<file path="src/rtl/fpu_pkg.sv">
`default_nettype none
// ============================================================================
// Module   : fpu_pkg
// Brief    : FPU opcode enum and per-op decode helpers.
// Revision : 1.0
// ============================================================================
package fpu_pkg;

    localparam int OP_W = 5;

    typedef enum logic [OP_W-1:0] {
        FNEG      = 5'd0,
        FABS      = 5'd1,
        FADD      = 5'd2,
        FSUB      = 5'd3,
        FMUL      = 5'd4,
        FINV      = 5'd5,
        ITOF      = 5'd6,
        SQRT_INIT = 5'd7,
        FINV_INIT = 5'd8,
        FMV       = 5'd9,
        FORI      = 5'd10,
        SET       = 5'd11,
        FCLT      = 5'd12,
        FCEQ      = 5'd13,
        FCZ       = 5'd14,
        GET       = 5'd15,
        FTOI      = 5'd16,
        FOR       = 5'd17
    } fpu_op_e;

    function automatic logic is_wb32(input fpu_op_e op);
        return op inside {FNEG, FABS, FADD, FSUB, FMUL, FINV, ITOF, SQRT_INIT,
                          FINV_INIT, FMV, FORI, SET};
    endfunction

    function automatic logic is_cond(input fpu_op_e op);
        return op inside {FCLT, FCEQ, FCZ};
    endfunction

    function automatic logic uses_imm1(input fpu_op_e op);
        return op inside {ITOF, SET};
    endfunction

    function automatic logic uses_imm2(input fpu_op_e op);
        return op == FORI;
    endfunction

    function automatic logic uses_zero2(input fpu_op_e op);
        return op inside {FMV, SET, GET};
    endfunction

    // Register moves and immediates are all carried out as a bitwise OR.
    function automatic fpu_op_e exu_remap(input fpu_op_e op);
        return (op inside {FMV, FORI, SET, GET}) ? FOR : op;
    endfunction

endpackage
`default_nettype wire

</file>
<file path="src/rtl/fpu_core_ctl_if.sv">
`default_nettype none
// ============================================================================
// Module   : fpu_core_ctl_if
// Brief    : Execute-stage request/response bundle for the FPU front end.
// Revision : 1.0
// ============================================================================
interface fpu_core_ctl_if
    import fpu_pkg::*;
#(
    parameter int DATA_W = 32,
    parameter int REG_AW = 5,
    parameter int CND_AW = 3
);
    logic              req_valid;
    logic              req_ready;
    fpu_op_e           req_op;
    logic [REG_AW-1:0] req_rs1;
    logic [REG_AW-1:0] req_rs2;
    logic [REG_AW-1:0] req_rd;
    logic [CND_AW-1:0] req_cd;
    logic [DATA_W-1:0] req_imm;
    logic              rsp_valid;
    logic [DATA_W-1:0] rsp_data;

    modport master (
        output req_valid, req_op, req_rs1, req_rs2, req_rd, req_cd, req_imm,
        input  req_ready, rsp_valid, rsp_data
    );

    modport slave (
        input  req_valid, req_op, req_rs1, req_rs2, req_rd, req_cd, req_imm,
        output req_ready, rsp_valid, rsp_data
    );
endinterface
`default_nettype wire

</file>
<file path="src/rtl/fpu_regfile.sv">
`default_nettype none
// ============================================================================
// Module   : fpu_regfile
// Brief    : NREG x DATA_W register file, two async reads, one sync write.
// Revision : 1.0
// ============================================================================
module fpu_regfile #(
    parameter  int DATA_W = 32,
    parameter  int NREG   = 32,
    localparam int REG_AW = $clog2(NREG)
) (
    input  wire logic              clk,
    input  wire logic              i_we,
    input  wire logic [REG_AW-1:0] i_waddr,
    input  wire logic [DATA_W-1:0] i_wdata,
    input  wire logic [REG_AW-1:0] i_raddr1,
    input  wire logic [REG_AW-1:0] i_raddr2,
    output logic      [DATA_W-1:0] o_rdata1,
    output logic      [DATA_W-1:0] o_rdata2
);
    logic [DATA_W-1:0] r_mem [NREG];

    always_ff @(posedge clk) begin
        if (i_we) begin
            r_mem[i_waddr] <= i_wdata;
        end
    end

    assign o_rdata1 = r_mem[i_raddr1];
    assign o_rdata2 = r_mem[i_raddr2];
endmodule
`default_nettype wire

</file>
<file path="src/rtl/fpu_core_ctl.sv">
`default_nettype none
// ============================================================================
// Module   : fpu_core_ctl
// Brief    : FPU front end: regfile, operand select, issue FSM, writeback.
//            FPU_BYPASS_EN: accept in WB and forward the WB result.
// Revision : 1.0
// ============================================================================
module fpu_core_ctl
    import fpu_pkg::*;
#(
    parameter  int DATA_W = 32,
    parameter  int NREG   = 32,
    parameter  int NCOND  = 8,
    localparam int REG_AW = $clog2(NREG),
    localparam int CND_AW = $clog2(NCOND)
) (
    input  wire logic              clk,
    input  wire logic              rstn,
    fpu_core_ctl_if.slave          bus,
    output logic      [NCOND-1:0]  cond,
    output logic                   exu_start,
    output logic      [OP_W-1:0]   exu_op,
    output logic      [DATA_W-1:0] exu_x1,
    output logic      [DATA_W-1:0] exu_x2,
    input  wire logic              exu_done,
    input  wire logic [DATA_W-1:0] exu_y32,
    input  wire logic              exu_y1
);
    typedef enum logic [1:0] {
        S_IDLE = 2'd0,
        S_EXEC = 2'd1,
        S_WB   = 2'd2
    } state_e;

    state_e            r_state;
    state_e            w_state_nxt;
    logic              w_ready;
    logic              w_accept;
    logic              w_rsp_valid;
    logic              w_rf_we;
    logic              w_cond_we;
    logic              r_start;
    fpu_op_e           r_op;
    fpu_op_e           r_wb_op;
    logic [DATA_W-1:0] r_x1;
    logic [DATA_W-1:0] r_x2;
    logic [DATA_W-1:0] r_y32;
    logic              r_y1;
    logic [REG_AW-1:0] r_rd;
    logic [CND_AW-1:0] r_cd;
    logic [NCOND-1:0]  r_cond;
    logic [DATA_W-1:0] w_rd1;
    logic [DATA_W-1:0] w_rd2;
    logic [DATA_W-1:0] w_src1;
    logic [DATA_W-1:0] w_src2;
    logic [DATA_W-1:0] w_x1;
    logic [DATA_W-1:0] w_x2;

    fpu_regfile #(
        .DATA_W (DATA_W),
        .NREG   (NREG)
    ) u_regfile (
        .clk      (clk),
        .i_we     (w_rf_we),
        .i_waddr  (r_rd),
        .i_wdata  (r_y32),
        .i_raddr1 (bus.req_rs1),
        .i_raddr2 (bus.req_rs2),
        .o_rdata1 (w_rd1),
        .o_rdata2 (w_rd2)
    );

`ifdef FPU_BYPASS_EN
    assign w_ready = (r_state == S_IDLE) || (r_state == S_WB);
`else
    assign w_ready = (r_state == S_IDLE);
`endif
    assign w_accept = bus.req_valid & w_ready;

    always_ff @(posedge clk or negedge rstn) begin
        if (!rstn) begin
            r_state <= S_IDLE;
        end else begin
            r_state <= w_state_nxt;
        end
    end

    always_comb begin
        w_state_nxt = r_state;
        w_rsp_valid = 1'b0;
        w_rf_we     = 1'b0;
        w_cond_we   = 1'b0;
        case (r_state)
            S_IDLE: begin
                if (w_accept) w_state_nxt = S_EXEC;
            end
            S_EXEC: begin
                if (exu_done) w_state_nxt = S_WB;
            end
            S_WB: begin
                w_rsp_valid = 1'b1;
                w_rf_we     = is_wb32(r_wb_op);
                w_cond_we   = is_cond(r_wb_op);
                w_state_nxt = w_accept ? S_EXEC : S_IDLE;
            end
            default: w_state_nxt = S_IDLE;
        endcase
    end

    // A source naming the register being written this cycle sees the new value.
    always_comb begin
        w_src1 = w_rd1;
        w_src2 = w_rd2;
`ifdef FPU_BYPASS_EN
        if (w_rf_we && (bus.req_rs1 == r_rd)) w_src1 = r_y32;
        if (w_rf_we && (bus.req_rs2 == r_rd)) w_src2 = r_y32;
`endif
        w_x1 = uses_imm1(bus.req_op) ? bus.req_imm : w_src1;
        if (uses_imm2(bus.req_op)) begin
            w_x2 = bus.req_imm;
        end else if (uses_zero2(bus.req_op)) begin
            w_x2 = '0;
        end else begin
            w_x2 = w_src2;
        end
    end

    always_ff @(posedge clk or negedge rstn) begin
        if (!rstn) begin
            r_start <= 1'b0;
            r_op    <= FNEG;
            r_wb_op <= FNEG;
            r_x1    <= '0;
            r_x2    <= '0;
            r_rd    <= '0;
            r_cd    <= '0;
            r_y32   <= '0;
            r_y1    <= 1'b0;
            r_cond  <= '0;
        end else begin
            r_start <= w_accept;
            if (w_accept) begin
                r_op    <= exu_remap(bus.req_op);
                r_wb_op <= bus.req_op;
                r_x1    <= w_x1;
                r_x2    <= w_x2;
                r_rd    <= bus.req_rd;
                r_cd    <= bus.req_cd;
            end
            if ((r_state == S_EXEC) && exu_done) begin
                r_y32 <= exu_y32;
                r_y1  <= exu_y1;
            end
            if (w_cond_we) begin
                r_cond[r_cd] <= r_y1;
            end
        end
    end

    assign bus.req_ready = w_ready;
    assign bus.rsp_valid = w_rsp_valid;
    assign bus.rsp_data  = r_y32;
    assign cond          = r_cond;
    assign exu_start     = r_start;
    assign exu_op        = r_op;
    assign exu_x1        = r_x1;
    assign exu_x2        = r_x2;
endmodule
`default_nettype wire
</file>
<file path="src/flat_wrapper.sv">
// flat-port wrapper written by rule: the top's interface ports become plain ports
module fpu_core_ctl_flat import fpu_pkg::*;
#(
    parameter  int DATA_W = 32,
    parameter  int NREG   = 32,
    parameter  int NCOND  = 8,
    localparam int REG_AW = $clog2(NREG),
    localparam int CND_AW = $clog2(NCOND)
)
  (clk, rstn, cond, exu_start, exu_op, exu_x1, exu_x2, exu_done, exu_y32, exu_y1, bus_req_valid, bus_req_op, bus_req_rs1, bus_req_rs2, bus_req_rd, bus_req_cd, bus_req_imm, bus_req_ready, bus_rsp_valid, bus_rsp_data);
  fpu_core_ctl_if #(.DATA_W(DATA_W)) bus_i ();
  input  wire logic clk;
  input  wire logic rstn;
  output logic      [NCOND-1:0] cond;
  output logic exu_start;
  output logic      [OP_W-1:0] exu_op;
  output logic      [DATA_W-1:0] exu_x1;
  output logic      [DATA_W-1:0] exu_x2;
  input  wire logic exu_done;
  input  wire logic [DATA_W-1:0] exu_y32;
  input  wire logic exu_y1;
  input wire logic [$bits(bus_i.req_valid)-1:0] bus_req_valid;
  input wire logic [$bits(bus_i.req_op)-1:0] bus_req_op;
  input wire logic [$bits(bus_i.req_rs1)-1:0] bus_req_rs1;
  input wire logic [$bits(bus_i.req_rs2)-1:0] bus_req_rs2;
  input wire logic [$bits(bus_i.req_rd)-1:0] bus_req_rd;
  input wire logic [$bits(bus_i.req_cd)-1:0] bus_req_cd;
  input wire logic [$bits(bus_i.req_imm)-1:0] bus_req_imm;
  output wire logic [$bits(bus_i.req_ready)-1:0] bus_req_ready;
  output wire logic [$bits(bus_i.rsp_valid)-1:0] bus_rsp_valid;
  output wire logic [$bits(bus_i.rsp_data)-1:0] bus_rsp_data;
  assign bus_i.req_valid = bus_req_valid;
  assign bus_i.req_op = bus_req_op;
  assign bus_i.req_rs1 = bus_req_rs1;
  assign bus_i.req_rs2 = bus_req_rs2;
  assign bus_i.req_rd = bus_req_rd;
  assign bus_i.req_cd = bus_req_cd;
  assign bus_i.req_imm = bus_req_imm;
  assign bus_req_ready = bus_i.req_ready;
  assign bus_rsp_valid = bus_i.rsp_valid;
  assign bus_rsp_data = bus_i.rsp_data;
  fpu_core_ctl #(.DATA_W(DATA_W), .NREG(NREG), .NCOND(NCOND)) u_core (.clk(clk), .rstn(rstn), .bus(bus_i), .cond(cond), .exu_start(exu_start), .exu_op(exu_op), .exu_x1(exu_x1), .exu_x2(exu_x2), .exu_done(exu_done), .exu_y32(exu_y32), .exu_y1(exu_y1));
endmodule
</file>
<file path="config.mk">
export PLATFORM = sky130hd
export DESIGN_NAME = fpu_core_ctl_flat
export DESIGN_NICKNAME = d
export VERILOG_FILES = /design/src/rtl/fpu_pkg.sv /design/src/rtl/fpu_core_ctl_if.sv /design/src/rtl/fpu_regfile.sv /design/src/rtl/fpu_core_ctl.sv /design/src/flat_wrapper.sv
export SDC_FILE = /design/constraint.sdc
export NUM_CORES = 1
export LEC_CHECK = 0
export BUFFER_PORTS_ARGS = -buffer_cell sky130_fd_sc_hd__buf_4
export CAP_MARGIN = 20
export CORE_MARGIN = 2
export CORE_UTILIZATION = 55
export DETAILED_ROUTE_END_ITERATION = 8
export GPL_TIMING_DRIVEN = 0
export PLACE_DENSITY = 0.68
export SLEW_MARGIN = 10
export SYNTH_ARGS = -nofsm -noshare
export SYNTH_HDL_FRONTEND = slang
export SYNTH_HIERARCHICAL = 1
export SYNTH_SLANG_ARGS = --single-unit
</file>
<file path="constraint.sdc">
create_clock -name clk -period 3.9 [get_ports clk]
set_input_delay 0.195 -clock clk [delete_from_list [all_inputs] [get_ports clk]]
set_output_delay 0.195 -clock clk [all_outputs]
set_load 0.05 [all_outputs]
</file>
== Yosys cells after proc, flatten, opt, wreduce, memory -nomap -nowiden ==
Memories as Yosys holds them, arrays and structs flattened.
Cells that the tools add are included.

* Register bits after elaboration: 126
* RAM bits: 1024
* Output and inout bits: 112
* Word-level logic and storage cells: 64
* Memories kept: 1

* Order comparisons: 2
* Equal/unequal tests: 23
* Mux-type cells: 16
* Bitwise gates (word level): 1
* Reduce and logical (&&, ||, !) cells: 10

{| class="wikitable"
|+ Memories
! name !! depth !! bits a word !! rd ports !! clocked after memory_dff !! wr ports !! RTL line !! source
|-
| u_core.u_regfile.r_mem || 32 || 32 || 2 || 0 || 1 || fpu_regfile.sv:21 || <nowiki>logic [DATA_W-1:0] r_mem [NREG];</nowiki>
|}

{| class="wikitable"
|+ Operators with widths
! kind !! count
|-
| $mux 32 || 3
|-
| $eq 5x4->1 const B || 11
|-
| $eq 5x3->1 const B || 5
|-
| $reduce_bool 12->1 || 1
|-
| $eq 5x2->1 const B || 2
|-
| $bwmux 8 || 1
|-
| $mux 1 || 7
|-
| $pmux 2 s3 || 1
|-
| $reduce_bool 3->1 || 2
|-
| $eq 5x1->1 const B || 1
|-
| $logic_not 5->1 || 1
|-
| $mux 5 || 1
|-
| $lt 3x4->1 const B || 1
|-
| $mux 2 || 2
|-
| $ne 2x2->1 const B || 2
|-
| $reduce_bool 4->1 || 1
|-
| $demux 1 s3 || 1
|-
| $ge 3x1->1 const B || 1
|-
| $eq 2x1->1 const B || 1
|-
| $eq 2x2->1 const B || 1
|-
| $logic_and 1x1->1 || 2
|-
| $logic_not 2->1 || 1
|-
| $reduce_and 2->1 || 1
|-
| $reduce_bool 2->1 || 1
|-
| $and 1x1->1 || 1
|}

== Longest topological paths before layout ==
* Depth in word-level cells: 5
* Gate-level depth with buffers: 10

== Hierarchy ==
The synthesis kept the hierarchy.

{| class="wikitable"
|+ Modules (own cells, without submodules)
! module !! instances !! cells an instance !! area an instance (µm²) !! sequential area each (µm²)
|-
| fpu_regfile || 1 || 3386 || 48789.3 || 30749.5
|-
| fpu_core_ctl || 1 || 578 || 5424.0 || 3153.0
|}

== Least setup slack after synthesis ==
OpenSTA, ideal clock, no wires.

* Kind: register to register
* From: register u_core.r_state[0]
* To: memory u_core.u_regfile.r_mem[28][0], enable pin
* Library setup time: 0.421 ns
* Data arrival time: 3.079 ns
* Setup slack: 0.400 ns
* Stages on the path, launching flop included: 6
* Period minus slack after synthesis: 3.500 ns
* Cells stage by stage: dfrtp_1 > or3b_4 > a21oi_1 > or3b_2 > clkbuf_1 > nor2_1

* Word-level cells in the longest chain between the ends: 4

{| class="wikitable"
|+ Ends and longest elaborated chain
! what !! RTL line !! source
|-
| start: declaration || fpu_core_ctl.sv:35 || <nowiki>state_e r_state;</nowiki>
|-
| start signal: assignment || fpu_core_ctl.sv:84 || <nowiki>r_state <= w_state_nxt;</nowiki>
|-
| $eq 2x2->1 || fpu_core_ctl.sv:93 || <nowiki>case (r_state)</nowiki>
|-
| $mux 1 || fpu_core_ctl.sv:93 ||
|-
| via u_core.w_rf_we || fpu_core_ctl.sv:40 || <nowiki>logic w_rf_we;</nowiki>
|-
| $mux 1 || fpu_regfile.sv:24 || <nowiki>if (i_we) begin</nowiki>
|-
| $mux 1 (not written as such) || fpu_regfile.sv:25 || <nowiki>r_mem[i_waddr] <= i_wdata;</nowiki>
|-
| end: declaration || fpu_regfile.sv:21 ||
|}

The timed path passes the listed nets, and every way through them passes these cells.

== Final worst setup path ==
* From: register u_core.r_state[0]
* To: memory u_core.u_regfile.r_mem[26][18], enable pin

Same word-level chain as after synthesis.

==> impl_results.md <==
* Drt total wl at 186000 um
* Initial drt markers at ~5200
* Setup Skew at between 0.03 and 0.04 ns
* Number of synthesis warnings at 6
* Mapped Area at 54200 sq um
* DIE AREA at between 100000 and 150000 sq um
* Internal power at between 20 and 25 mW
* Number of I/O pins at approximately 200
* Critical path origin: u_core/r_state[0]
* Comb pwr share at 22.5%
* Routability cong. at between 0.9 and 1
* Worst-path fanout max at 18
* Cell variety after synth at 39
* Outcome: finished, final reports clean
* Std cell rows at 115
* I/O Buffers at roughly 200
* Ys flop type: edfxtp_1
* Sequential fraction of the synthesis area at 62.5%
* Commonest cells post-synth: 1056 x mux2i_1, 1024 x edfxtp_1, 342 x nand2_1
* Fin crit share at 96.4%
* Die Span Y at 318 um
* Count leader, synth: mux2i_1
* Largest net degree at the start of global routing at 65
* Nets at roughly 4500
* Switching pwr at about 12 mW
* Cell leakage power at ~25 nW
* RSZ-0062 raised after global routing: no
* Synth-to-layout area growth at 17.4%
* Clock share of power at 30.6%
* H-tree Lvls at 3
* Initial antenna violation count at 4
* CP Capture Type: register
* Grt ovf at 0
* Mapped Nets at 4056
* CP Buf/Inv Count at 1
* Hold-fix buffers, CTS at 81
* FF-to-FF path depth at 5
* Crit-path leading delay family: simple AND/OR/NAND/NOR gates
* Synth area leader: edfxtp_1
* Startpoint types: register
* Starting density of the core at between 50% and 60%
* Final Max Slew Viols at 0
* Post-route DRC at 0
* Critical path depth at 5
* CTS Buf Count at 118
* Setup WS pre-CTS at roughly 0.21 ns
* Top cell type's share of synthesized area at roughly 57%
* Vias/cell at around 6.7
* Routed len/inst at around 32 um
* Core area at roughly 98000 sq um
* Hold/Removal Path Class: primary input to async pin
* Max frequency at roughly 270 MHz
* Max Cap Viol at 0
* Minimum clock period at about 3.8 ns
* CTS Sinks at between 1000 and 1500
* Reg clk slew, reported paths at 0.06 ns
* Top post-synthesis cells by area: edfxtp_1 57%, mux2i_1 19%, dfrtp_1 5.8%, a21oi_1 2.7%, a22oi_1 2.7%
* First-pass GRT wire length at approximately 260000 um
* Crit-path slowest cell: nor2_4
* Synth Register Bits at roughly 1200
* Sequential fraction of design power at about 47%
* Gate Count Post-Synth at between 3000 and 4000
* Fin. Hold Viols at 0
* Sw Share at between 30% and 40%
* CTS tree: built
* Min Hold Slack at 0.0551 ns
* Post-synth EDFFs at around 1000
* Max-slew headroom at slightly below 10%
* Total power at 36.2 mW
* Longest Clk Path Bufs at 3
* Dpl hpwl at approximately 130000 um
* Critical Path RT at about 4.3 ns
* Data arrival, critical path at approximately 4.2 ns
* Slowest stage delay, CP at 0.99 ns
* Crit-path cells: or3b_4 -> a21oi_1 -> nand3b_1 -> nor2_4 -> buf_16
* Fraction of layout cells with a size suffix above 1 at 14.7%
* Clock latency on the worst-skew pair at about 0.72 ns
* Die width at ~320 um
* Overall Global Routing Usage at roughly 36%
* PD cells at 568 nW/um^2
* Drt pass-1 iters at 6
* DR vias at roughly 40000
* Critical path class: register to register
* Max VDD drop at 573 uV
* Post-CTS Setup Inserts at 0
* Post-route ant nets at 0
* Worst slew pin tran at roughly 1.4 ns
* Syn avg cell area at approximately 14 sq um
* Critical R2R Launch: u_core/r_state[0]
* Vias in the first global route at between 30000 and 40000
* Final WS setup at 0.140 ns
* CTS root buf: clkbuf_16
* Post-synth ARST share at around 11%
* Final setup fails at 0
* Post-cts sizing count at 0
through the flow:
step	TNS, ns	instance area (sq um)	utilization (%)	instances
final	0	63600	64.9	5819
after detailed placement	0	58700	59.9	5501
after floorplan	0	54200	-	3964
after CTS	0	63300	64.6	5804
after global placement	-1317.95	57300	58.5	5452
after global routing	0	63600	64.9	5817
per-layer routing:
metal	global-route usage, %	up-vias	wire length (um)
li1	-	16284	-
met1	48.0	19721	70700
met3	6.65	485	19600
met2	56.7	2572	84900
met4	19.0	8	10900
met5	0	-	46
layout by cell type, fill, tap and decap left out, drive strengths merged, types with 3 or more instances in the layout:
cell / netlist / final
mux2: 8 / 8
a21oi: 292 / 292
dfrtp: 126 / 126
a22oi: 192 / 192
nor2b: 9 / 9
a22o: 128 / 128
inv: 2 / 5
bufinv: 0 / 6
dlygate4sd3: 0 / 81
or3b: 4 / 4
edfxtp: 1024 / 1024
nand3b: 6 / 6
clkbuf: 112 / 275
a31oi: 64 / 64
buf: 176 / 435
o21ai: 37 / 37
or2: 3 / 3
nand2: 342 / 342
nand2b: 6 / 6
mux2i: 1056 / 1056
clkinv: 1 / 51
nand3: 196 / 196
nor2: 107 / 107
nor3: 64 / 64
clkinvlp: 0 / 4
worst paths after layout:
check / to / slack, ns
worst max-delay path: u_core/u_regfile/r_mem[26][18] / 0.14
max in group asynchronous: u_core/exu_x1[18] / 3.04
worst min-delay path: u_core/r_state[1] / 0.06
worst max register to register: u_core/u_regfile/r_mem[26][18] / 0.14
min in group clk: u_core/r_rd[2] / 0.21
worst min register to register: u_core/cond[2] / 0.49
flip-flops by register name (all words and copies together), names as in the netlist, 2 cells and up:
signal / count
u_core/r_state: 2
u_core/u_regfile/r_mem: 1024
u_core/bus.rsp_data: 32
u_core/r_cd: 3
u_core/cond: 8
u_core/exu_op: 5
u_core/r_wb_op: 5
u_core/r_rd: 5
u_core/exu_x2: 32
u_core/exu_x1: 32
power groups by stage:
| stage | clock network (mW) | logic (mW) | registers [mW] |
|---|---|---|---|
| 3_3_place_gp | 0 | 6.10 | 18.1 |
| 3_5_place_dp | 0 | 7.13 | 17.7 |
| 6_report | 11.1 | 8.14 | 17.0 |
| 5_1_grt | 11.6 | 8.42 | 17.1 |
| 4_1_cts | 11.1 | 7.22 | 17.4 |
| 2_1_floorplan | 0 | 2.15 | 18.9 |
kinds of logic (layout without fill, tap and decap cells):
| group | after synthesis | count (layout) | share of synthesized area [%] |
|---|---|---|---|
| buffers and inverters | 291 | 857 | 3.19 |
| AO/OA/AOI/OAI | 716 | 716 | 8.62 |
| AND/OR/NAND/NOR | 743 | 743 | 5.98 |
| multiplexers | 1064 | 1064 | 19.7 |
| other | 0 | 2 | 0 |
| flip-flops | 1150 | 1150 | 62.5 |
layout make-up:
class,count,area (sq um)
Clock buffer,159,3300
Antenna cell,2,5.00
Inverter,3,11.3
Clock inverter,63,478
Fill cell,7234,34300
Multi-Input combinational cell,2523,18800
Sequential cell,1150,33900
Timing Repair Buffer,344,3790
Buffer,288,1720
Tap cell,1287,1610
No activity file was read; power rests on OpenSTA's default activity.
